==> src/rtl/serial_pattern_source_pkg.sv <==
// Shared types and sizing for the serial pattern source and its word FIFO.
package serial_pattern_source_pkg;

    typedef enum logic {
        IDLE  = 1'b0,
        SHIFT = 1'b1
    } state_t;

    localparam int DEF_WIDTH = 8;
    localparam int DEF_DEPTH = 4;
    localparam int DEF_CNT_W = $clog2(DEF_DEPTH) + 1;

    // Occupancy must represent 0..depth inclusive, hence the extra bit.
    function automatic int cnt_w(input int depth);
        return $clog2(depth) + 1;
    endfunction

    function automatic int idx_w(input int n);
        return (n > 1) ? $clog2(n) : 1;
    endfunction

endpackage

==> src/rtl/serial_pattern_source_fifo.sv <==
// Circular word buffer with occupancy count; pushes while full are dropped.
module pattern_fifo
    import serial_pattern_source_pkg::*;
#(
    parameter int WIDTH = DEF_WIDTH,
    parameter int DEPTH = DEF_DEPTH,
    parameter int CNT_W = cnt_w(DEPTH)
) (
    input  logic             clk,
    input  logic             rst,
    input  logic             push,
    input  logic             pop,
    input  logic [WIDTH-1:0] din,
    output logic [WIDTH-1:0] dout,
    output logic [CNT_W-1:0] count,
    output logic             full,
    output logic             empty
);

    localparam int PTR_W = idx_w(DEPTH);

    logic [WIDTH-1:0] r_mem [DEPTH];
    logic [PTR_W-1:0] r_wr_ptr;
    logic [PTR_W-1:0] r_rd_ptr;
    logic [CNT_W-1:0] r_count;
    logic             w_push_ok;
    logic             w_pop_ok;

    function automatic logic [PTR_W-1:0] ptr_next(input logic [PTR_W-1:0] p);
        return (p == PTR_W'(DEPTH - 1)) ? '0 : p + 1'b1;
    endfunction

    // A pop in the same cycle does not make room for a push while full.
    assign w_push_ok = push && !full && !rst;
    assign w_pop_ok  = pop && !empty;

    always_ff @(posedge clk) begin
        if (rst) begin
            r_wr_ptr <= '0;
            r_rd_ptr <= '0;
            r_count  <= '0;
        end else begin
            if (w_push_ok) r_wr_ptr <= ptr_next(r_wr_ptr);
            if (w_pop_ok)  r_rd_ptr <= ptr_next(r_rd_ptr);
            case ({w_push_ok, w_pop_ok})
                2'b10:   r_count <= r_count + 1'b1;
                2'b01:   r_count <= r_count - 1'b1;
                default: r_count <= r_count;
            endcase
        end
    end

    always_ff @(posedge clk) begin
        if (w_push_ok) r_mem[r_wr_ptr] <= din;
    end

    assign dout  = r_mem[r_rd_ptr];
    assign count = r_count;
    assign full  = (r_count == CNT_W'(DEPTH));
    assign empty = (r_count == '0);

endmodule

==> src/rtl/serial_pattern_source.sv <==
// Streams buffered pattern words MSB-first as a gap-free serial bit stream.
module serial_pattern_source
    import serial_pattern_source_pkg::*;
#(
    parameter int WIDTH = DEF_WIDTH,
    parameter int DEPTH = DEF_DEPTH
) (
    input  logic             clk,
    input  logic             rst,
    input  logic             wr_en,
    input  logic [WIDTH-1:0] wr_data,
    input  logic             start,
    output logic             full,
    output logic             busy,
    output logic             out,
    output logic             out_valid,
    output logic             done
);

    localparam int CNT_W  = cnt_w(DEPTH);
    localparam int BCNT_W = idx_w(WIDTH);

    state_t            r_state;
    logic [WIDTH-1:0]  r_shreg;
    logic [BCNT_W-1:0] r_bitcnt;
    logic              r_done;
    logic [WIDTH-1:0]  w_dout;
    logic [CNT_W-1:0]  w_count;
    logic              w_empty;
    logic              w_last;
    logic              w_pop;

    pattern_fifo #(
        .WIDTH (WIDTH),
        .DEPTH (DEPTH),
        .CNT_W (CNT_W)
    ) u_fifo (
        .clk   (clk),
        .rst   (rst),
        .push  (wr_en),
        .pop   (w_pop),
        .din   (wr_data),
        .dout  (w_dout),
        .count (w_count),
        .full  (full),
        .empty (w_empty)
    );

    assign w_last = (r_bitcnt == BCNT_W'(WIDTH - 1));

    // Only words already buffered before this edge can chain onto the stream.
    assign w_pop = ((r_state == IDLE) && start && (w_count != '0)) ||
                   ((r_state == SHIFT) && w_last && !w_empty);

    always_ff @(posedge clk) begin
        if (rst) begin
            r_state  <= IDLE;
            r_shreg  <= '0;
            r_bitcnt <= '0;
            r_done   <= 1'b0;
        end else begin
            r_done <= 1'b0;
            case (r_state)
                IDLE: begin
                    if (w_pop) begin
                        r_shreg  <= w_dout;
                        r_bitcnt <= '0;
                        r_state  <= SHIFT;
                    end
                end
                SHIFT: begin
                    if (w_last) begin
                        r_bitcnt <= '0;
                        if (w_pop) begin
                            r_shreg <= w_dout;
                        end else begin
                            r_shreg <= '0;
                            r_state <= IDLE;
                            r_done  <= 1'b1;
                        end
                    end else begin
                        r_shreg  <= r_shreg << 1;
                        r_bitcnt <= r_bitcnt + 1'b1;
                    end
                end
                default: r_state <= IDLE;
            endcase
        end
    end

    assign out       = (r_state == SHIFT) && r_shreg[WIDTH-1];
    assign out_valid = (r_state == SHIFT);
    assign busy      = (r_state == SHIFT);
    assign done      = r_done;

endmodule

==> config.mk <==
export PLATFORM = sky130hd
export DESIGN_NAME = serial_pattern_source
export DESIGN_NICKNAME = d
export VERILOG_FILES = /design/src/rtl/serial_pattern_source_pkg.sv /design/src/rtl/serial_pattern_source_fifo.sv /design/src/rtl/serial_pattern_source.sv
export SDC_FILE = /design/constraint.sdc
export NUM_CORES = 1
export LEC_CHECK = 0
export CORE_MARGIN = 4
export CORE_UTILIZATION = 30
export DETAILED_ROUTE_END_ITERATION = 7
export GPL_ROUTABILITY_DRIVEN = 0
export MAX_ROUTING_LAYER = met4
export PLACE_DENSITY_LB_ADDON = 0.08
export SETUP_SLACK_MARGIN = 0.02
export SLEW_MARGIN = 20
export SYNTH_ARGS = -nofsm -noshare
export SYNTH_HDL_FRONTEND = slang
export SYNTH_SLANG_ARGS = --single-unit
==> constraint.sdc <==
create_clock -name clk -period 6.6 [get_ports clk]
set_input_delay 0.99 -clock clk [delete_from_list [all_inputs] [get_ports clk]]
set_output_delay 0.99 -clock clk [all_outputs]
set_load 0.005 [all_outputs]
Word level (Yosys, flattened, before mapping)
Memories as Yosys holds them, arrays and structs flattened. A register that Yosys moved wholly into a read port is not among the register bits.
Index checks and enable logic that the tools add are counted.
{ "classes": {"addsub": 5, "eq_ne": 7, "muxes": 18, "bitwise": 2, "reduce_logical": 16} }
{ "op_table": {"columns": ["operator", "n"], "rows": [
  ["8-bit 2-to-1 mux", 3],
  ["8-bit one-hot mux with 2 select lines", 1],
  ["3-bit one-hot mux with 2 select lines", 2],
  ["1-bit logical AND", 8],
  ["2-bit 2-to-1 mux", 4],
  ["3-bit by 1-bit adder with 3-bit output, second input constant", 2],
  ["2-bit == test, second input constant", 3],
  ["3-bit == test, second input constant", 2],
  ["3-bit 2-to-1 mux", 2],
  ["1-bit 2-to-1 mux", 5],
  ["2-bit by 1-bit adder with 2-bit output, second input constant", 2],
  ["1-bit zero test", 3],
  ["3-bit zero test", 1],
  ["3-bit nonzero test", 1],
  ["3-bit OR reduction", 1],
  ["3-bit by 1-bit subtractor with 3-bit output, second input constant", 1],
  ["2-bit by 1-bit == test with 1-bit output, second input constant", 1],
  ["2-bit by 1-bit != test with 1-bit output, second input constant", 1],
  ["1-bit NOT", 2],
  ["1-bit one-hot mux with 2 select lines", 1],
  ["2-bit nonzero test", 1],
  ["1-bit logical OR", 1]
]} }
{ "totals": {"regBits": 20, "mem_bits_rw": 32, "inputBits": 12, "out_inout_bits": 5, "word_cells": 56, "n_memories": 1} }
{ "memory_table": {"columns": ["name", "depth", "word_bits", "read_ports", "rd_clocked_by_memory_dff", "wr", "line", "text"], "rows": [
  ["u_fifo.r_mem", 4, 8, 1, 1, 1, "serial_pattern_source_fifo.sv:22", "logic [WIDTH-1:0] r_mem [DEPTH];"]
]} }

Depth between registers and ports, before layout
{ "depth": {"word_depth": 7, "depth_mapped": 10, "mapped_depth_nobuf": 10} }

By module
From an unflattened synthesis, not the netlist that was laid out.
{ "unflattened": {"cells_unflattened": 177, "area_unflattened_um2": 2353.5} }
{ "modules_own_cells": {"columns": ["mod", "instances", "cells_each", "area_per_inst_um2", "seq_area_each_um2"], "rows": [
  ["pattern_fifo", 1, 93, 1654.1, 1141.1],
  ["serial_pattern_source", 1, 84, 699.4, 260.2]
]} }

Worst setup path before layout
OpenSTA, ideal clock, no wires.
{ "synth_path": {"path_type": "input-to-reg", "startpoint": "input port start", "endpoint": "register u_fifo.r_count[2] (netlist: u_fifo.count[2])", "setup_time_ns": 0.071, "t_arrival_ns": 2.402, "required_time_ns": 6.529, "slack_ns": 4.127, "cell_stages": 8, "n_path_buf": 0, "cell_sequence": "mux2i_1 nor2_1 ha_1 inv_1 fa_1 xor2_1 or3_1 a21oi_1"} }
{ "synth_via": {"elab_chain_len": 6, "elab_cells_between_ends": 8, "cone_classes": "eq/ne: 2; mux: 1; reduce/logical: 5"} }
{ "synth_rtl": {"columns": ["element", "line", "text"], "rows": [
  ["from (decl)", "serial_pattern_source.sv:12", "input logic start,"],
  ["1-bit logical AND * (2 in series)", "serial_pattern_source.sv:52", "assign w_pop = ((r_state == IDLE) && start && (w_count != '0)) ||"],
  ["1-bit logical OR *", "serial_pattern_source.sv:52", null],
  ["1-bit logical AND *", "serial_pattern_source_fifo.sv:35", "assign w_pop_ok = pop && !empty;"],
  ["2-bit by 1-bit == test with 1-bit output / 2-bit == test (equally long branches)", "serial_pattern_source_fifo.sv:45", "case ({w_push_ok, w_pop_ok})"],
  ["3-bit one-hot mux with 2 select lines / 2-bit nonzero test (equally long branches)", null, null],
  ["to (signal assigned)", "serial_pattern_source_fifo.sv:46", "2'b10: r_count <= r_count + 1'b1;"],
  ["to (signal assigned)", "serial_pattern_source_fifo.sv:47", "2'b01: r_count <= r_count - 1'b1;"],
  ["to (signal assigned)", "serial_pattern_source_fifo.sv:48", "default: r_count <= r_count;"],
  ["to (decl)", "serial_pattern_source_fifo.sv:25", "logic [CNT_W-1:0] r_count;"]
]} }
Every way passes the cells marked *; elsewhere a longest branch is shown, timed or not.
A chain may end at the register's enable or synchronous reset.

Final worst setup path
{ "layout_path": {"startpoint": "input port rst", "endpoint": "register u_fifo.r_count[2] (netlist: u_fifo.count[2])"} }
{ "layout_via": {"elab_chain_len": 4, "elab_cells_between_ends": 6, "cone_classes": "eq/ne: 2; mux: 1; reduce/logical: 3"} }
{ "layout_rtl": {"columns": ["element", "line", "text"], "rows": [
  ["from (decl)", "serial_pattern_source.sv:9", "input logic rst,"],
  ["1-bit zero test", "serial_pattern_source_fifo.sv:34", "assign w_push_ok = push && !full && !rst;"],
  ["1-bit logical AND", "serial_pattern_source_fifo.sv:34", null],
  ["2-bit by 1-bit == test with 1-bit output / 2-bit == test (equally long branches)", "serial_pattern_source_fifo.sv:45", null],
  ["3-bit one-hot mux with 2 select lines / 2-bit nonzero test (equally long branches)", null, null]
]} }
Several ways; a longest one is shown, not always the timed one.

==> results.json <==
{
  "cts_tree": "yes",
  "critical_path_required_ps": 6820,
  "crit_arrival_ps": 3550,
  "met1_usage": 0.146,
  "drt-pass1-iter-count": 4,
  "ctsRootBufferMaster": "clkbuf_8",
  "grt_overflow": 0,
  "cp_cell_sequence": "clkdlybuf4s50_1 -> nor3_1 -> inv_1 -> ha_1 -> inv_1 -> fa_1 -> xor2_1 -> or3_1 -> a21oi_1",
  "cts_resized": 0,
  "hold_class": "register to register",
  "tightest_slew_ps": 825,
  "dieArea_um2": 9090,
  "groute.usage.overall": 0.110,
  "antennaDiodeCount": 0,
  "utilization": 0.353,
  "drv_cap": 0,
  "clk_path_buf_depth": 2,
  "netlist_area_um2": 2290,
  "synth_warnings": 0,
  "drive_gt1_frac": 0.109,
  "worst_path_largest_cell_delay_ps": 1010,
  "p_leak_uw": 0.000828,
  "fmax_mhz": 300,
  "run_status": "finished, final reports clean",
  "synthDistinctLibCells": 37,
  "numPortBuffers": 16,
  "htreeDepth": 2,
  "nFillCells": 701,
  "use_met2": 0.163,
  "cts.clk_slew.worst_paths_ps": 100,
  "synth.ff_latch_count": 54,
  "relSlewSlack": 0.449,
  "ir_worst_vdd_v": 0.0000975,
  "crit_path_end_kind": "register",
  "grt_start_max_net_pins": 22,
  "cp-start-kind": "primary input",
  "postCtsSetupBuffers": 0,
  "vias": 1382,
  "top_usage_layer": "met2",
  "hold_viol": 0,
  "drv_slew": 0,
  "p_int_uw": 589,
  "setup_viol": 0,
  "drt-initial-drc-count": 61,
  "grt_use_met3": 0.0284,
  "die_h_um": 95.3,
  "ios": 17,
  "synthCells": 171,
  "p_sw_uw": 292,
  "multi_input_area_um2": 790,
  "cts-hold-fix-buffers": 0,
  "clkSinkCount": 54,
  "die_w_um": 95.3,
  "cp_common_cell": "inv_1",
  "grt_pass1_vias": 1328,
  "avgSynthCellArea_um2": 13.4,
  "grt_pass1_wl_um": 7200,
  "rsz0062_at_grt": "no",
  "p_clk_frac": 0.204,
  "post-route-min-period_ps": 3330,
  "core_area_um2": 7330,
  "finClkSkew_ps": 10.8,
  "tns_ps": 0,
  "route.detailed.drc": 0,
  "hpwl_um": 3020,
  "fin_crit_sh": 0.505,
  "wire_per_inst_um": 15.7,
  "nets": 204,
  "num_rows": 31,
  "cts_inserted_buffers": 5,
  "viasPerCell": 4.88,
  "wirelength_um": 4450,
  "syn_nets": 192,
  "p_comb_frac": 0.278,
  "syn_to_final_growth_pct": 13.2,
  "ys_seq_area_frac": 0.612,
  "antenna_found_initial": 0,
  "crit_fanout": 21,
  "path_class": "primary input to register",
  "regArea_um2": 1400,
  "clock_latency_ps": 310,
  "start_util": 0.312,
  "ant_nets": 0,
  "power_density_nw_per_um2": 340,
  "critPathSlowestCell": "clkdlybuf4s50_1",
  "seqPwrFrac": 0.519,
  "switching_share": 0.332
}
## synth_stat cells (all sizes together)
master,n,area share
a211oi,1,0.0033
a21oi,8,0.017
a311oi,7,0.027
a31oi,1,0.0027
and2,5,0.014
buf,6,0.020
clkbuf,5,0.0093
dfxtp,22,0.19
edfxtp,32,0.42
fa,1,0.0087
ha,8,0.044
inv,8,0.013
mux2i,1,0.0044
mux4,8,0.079
nand2,11,0.019
nand3,1,0.0022
nand3b,2,0.0066
nor2,6,0.0098
nor2b,1,0.0027
nor3,10,0.024
nor3b,2,0.0087
o211ai,2,0.0066
o21ai,13,0.028
o21ba,1,0.0044
o31a,2,0.0077
o31ai,1,0.0055
or3,2,0.0055
or4,2,0.0066
xor2,2,0.0077
## kinds of logic (layout without fill, tap and decap cells)
group	after synthesis	in the layout	synth area share
xor+xnor	2	2	0.00766
flops	54	54	0.612
fa+ha+maj	9	9	0.0525
simple gates	42	42	0.0990
mux	9	9	0.0831
buf+inv	19	32	0.0426
compound gates	36	36	0.103
## critical path, delay by kind of cell
kind            cells  cell delay (ps)
buf+inv             3             1180
simple gates        2              540
xor+xnor            1              160
compound gates      1              140
fa+ha+maj           2              550
## sequential cells by signal, summed over array words and instances, names as in the netlist, named ones only
signal           flops
busy                 1
done                 1
r_bitcnt             3
r_shreg              8
u_fifo.count         3
u_fifo.r_mem        32
u_fifo.r_rd_ptr      2
u_fifo.r_wr_ptr      2
## routing by layer
metal / share of wire / wire [µm]
met1: 0.48 / 2110
met2: 0.46 / 2060
met3: 0.050 / 224
met4: 0.012 / 55
met5: 0 / 0
## cell type report
cell class              count  area share
clock inverters             3     0.00628
multi-input cells          98       0.305
flip-flops and latches     54       0.541
well taps                  99      0.0478
clock buffers               5      0.0266
repair buffers             16      0.0618
inverters                   8      0.0116
## through the flow
step / hold WS [ps] / total power (µW) / area, µm² / setup slack [ps] / instances
after floorplan: 448 / 653 / 2290 / 4130 / 171
after global placement: 471 / 701 / 2500 / 3070 / 275
after detailed placement: 481 / 712 / 2500 / 2950 / 275
after CTS: 495 / 890 / 2590 / 3280 / 283
after global routing: 514 / 939 / 2590 / 3140 / 283
final: 496 / 881 / 2590 / 3270 / 283
## cells in the final DEF, fill, tap and decap left out, drive strengths merged
cell type | synthesis | layout
inv | 8 | 8
nor3 | 10 | 10
o21ba | 1 | 1
dfxtp | 22 | 22
clkdlybuf4s50 | 0 | 16
a31oi | 1 | 1
a211oi | 1 | 1
o211ai | 2 | 2
or3 | 2 | 2
o31a | 2 | 2
nor2b | 1 | 1
mux2i | 1 | 1
clkinv | 0 | 2
nand3 | 1 | 1
mux4 | 8 | 8
a21oi | 8 | 8
clkbuf | 5 | 5
nor3b | 2 | 2
nand2 | 11 | 11
nor2 | 6 | 6
a311oi | 7 | 7
fa | 1 | 1
o21ai | 13 | 13
clkinvlp | 0 | 1
edfxtp | 32 | 32
or4 | 2 | 2
and2 | 5 | 5
o31ai | 1 | 1
ha | 8 | 8
xor2 | 2 | 2
nand3b | 2 | 2
## power by group through the flow
stage / clock network [µW] / logic (µW) / registers (µW)
after global routing: 199 / 272 / 468
after CTS: 185 / 246 / 459
after detailed placement: 0 / 245 / 466
final: 180 / 245 / 457
after floorplan: 0 / 229 / 424
after global placement: 0 / 237 / 464
## path summary, 6_finish.rpt
path | cells past startpoint | slack (ps) | to | from
worst min register to register | 2 | 500 | r_shreg[5]$_SDFFE_PP0P_ | r_shreg[4]$_SDFFE_PP0P_
worst max-delay path | 9 | 3270 | u_fifo.count[2]$_SDFFE_PP0P_ | rst
worst min-delay path | 2 | 500 | r_shreg[5]$_SDFFE_PP0P_ | r_shreg[4]$_SDFFE_PP0P_
worst max register to register | 8 | 3960 | u_fifo.count[2]$_SDFFE_PP0P_ | busy$_SDFF_PP0_
(Power assumes the default switching activity.)
==> RTL edit, RTL diff (config.mk and constraints unchanged) <==
`DEF_WIDTH`: 8 -> 6.
--- a/src/rtl/serial_pattern_source_pkg.sv
+++ b/src/rtl/serial_pattern_source_pkg.sv
@@ -8,3 +8,3 @@
 
-    localparam int DEF_WIDTH = 8;
+    localparam int DEF_WIDTH = 6;
     localparam int DEF_DEPTH = 4;
Interface: changed (resized wr_data); port bits go from 17 to 15. The function was not compared with the original's and may differ.
==> RTL edit against the unedited design <==
Design area shrank 19%. Total power shrank 11%. Clock skew shrank 0.0069 ns. Sequential cell count shrank 10. Register-to-register slack gained 0.15 ns. Worst setup slack gained 0.14 ns. Combinational power shrank 17%. Sequential power shrank 18%. Synthesized area shrank 22%. Non-clock buffer count shrank 2. Sequential share of layout area shrank 0.49 points. Wire length shrank 30%. Largest power group unchanged.
==> RTL edit: results (changes against the unedited design) <==
[status]
status=finished clean

[placement]
dp_slack_ns=3.05  ; +0.0978 ns
hpwl_um=2220  ; -26%
port_buffers=14  ; -2
dp_cells=214  ; -22%
post_dp_cell_area_um2=1980  ; -21%

[synthesis]
synthArstFlopShare_pct=0  ; unchanged
synthTopCellsByCount=edfxtp_1 (24), dfxtp_1 (20), nor2_1 (14)
synth_cells=133  ; -22%
yosysUniqueCellTypes=31  ; -16%
yosys.area.top_type=edfxtp_1
syn-num-nets=150  ; -22%
synth_edf_count=24  ; -25%
synth-seq-area-share_pct=63.1  ; +1.9 points
ys_warn_count=0  ; unchanged
synthTopCellsByArea=edfxtp_1 (41%), dfxtp_1 (23%), mux4_2 (7.6%), ha_1 (4.2%), a21oi_1 (3.1%)

[global_routing]
grt_first_pass_wirelength_um=5250  ; -27%
grt_max_degree=20  ; -9.1%
grt_util_met1_pct=12.0  ; -2.6 points
grt_pass1_vias=1069  ; -20%
grtUsageMet3_pct=3.30  ; +0.46 points
antenna_found_initial=0  ; unchanged
grt_use_total_pct=9.79  ; -1.2 points
grt_util_met2_pct=14.9  ; -1.4 points

[finish]
nFillCells=566  ; -19%
nets=166  ; -19%
diodes=0  ; unchanged
drive_above_1_share_pct=12.0  ; +1.1 points
largestRegisters=u_fifo.r_mem: 24 flops, r_shreg: 6 flops
final_cells=222  ; -22%

[clocking]
cts_buffer_depth=2  ; unchanged
post_cts_buffers=0  ; unchanged
h-tree-depth=2  ; unchanged
clk_pin_slew_worst_paths_ns=0.08  ; -0.02 ns
cts_root_buf=clkbuf_8
cts_resized=0  ; unchanged
numCtsBuffers=5  ; unchanged
insertion_delay_ns=0.29  ; -0.02 ns

[route]
vias_per_cell=4.72  ; -3.4%
drtPass1Iterations=4  ; unchanged
drt-initial-drc-count=75  ; +23%
wl_um=3110  ; -30%

[critical_path]
cp_top_family=buffers and inverters
cpPeakStageDelay_ns=0.88  ; -0.13 ns
critPathArrivalTime_ns=3.40  ; -0.15 ns
worstRegToRegCells=8  ; unchanged
path_max_fanout=19  ; -9.5%
slowest_stage=clkdlybuf4s50_1

[sta]
finalClockSkew_ns=0.00387  ; -0.00693 ns
relSlewSlack_pct=56.9  ; +12 points

[power]
power_leakage_nw=0.698  ; -16%
ir_worst_vdd_v=0.000117  ; +20%

[hold_path]
hp-class=flop to flop
min_path_cells=2  ; unchanged

RTL edit: path summary, 6_finish.rpt:
path	startpoint	slack [ns]	to
max	rst	3.41	u_fifo.count[2]$_SDFFE_PP0P_
min reg2reg	r_shreg[5]$_SDFFE_PP0P_	0.46	r_shreg[5]$_SDFFE_PP0P_
min	r_shreg[5]$_SDFFE_PP0P_	0.46	r_shreg[5]$_SDFFE_PP0P_
max reg2reg	busy$_SDFF_PP0_	4.11	u_fifo.count[2]$_SDFFE_PP0P_
RTL edit: final cells by class:
cell class / instances / area [um2] / area share [%]
sequential: 44 / 1120 / 53.6
multi-input combinational: 77 / 606 / 29.0
clock inverter: 2 / 35.0 / 1.68
inverter: 7 / 26.3 / 1.26
clock buffer: 6 / 72.6 / 3.47
tap: 72 / 90.1 / 4.31
timing repair buffer: 14 / 140 / 6.70
RTL edit: cells by family after synthesis:
family,after synthesis,synth area share (%)
DFF,44,63.1
and+or+nand+nor,35,9.86
AOI/OAI and AO/OA,24,8.59
buffers and inverters,12,2.82
muxes,9,9.30
adders and majority gates,7,5.35
xor gates and xnor gates,2,0.986
RTL edit: layer usage:
metal,up-vias,part of all wire (%)
met5,-,0
met4,0,1.7
met3,6,5.4
met2,21,47
met1,506,46
li1,514,-
RTL edit: power breakdown:
group	leakage [nW]	internal (mW)	switching (mW)
logic	0.262	0.102	0.103
registers	0.381	0.332	0.0456
clock network	0.0552	0.112	0.0888
RTL edit: worst register-to-register path: stages, from the launching register on:
cell	delay, ns
dfxtp_1	0.50
o32ai_1	0.17
a21oi_2	0.39
ha_1	0.26
inv_1	0.06
fa_1	0.42
xor2_1	0.16
or3_1	0.30
a21oi_1	0.14
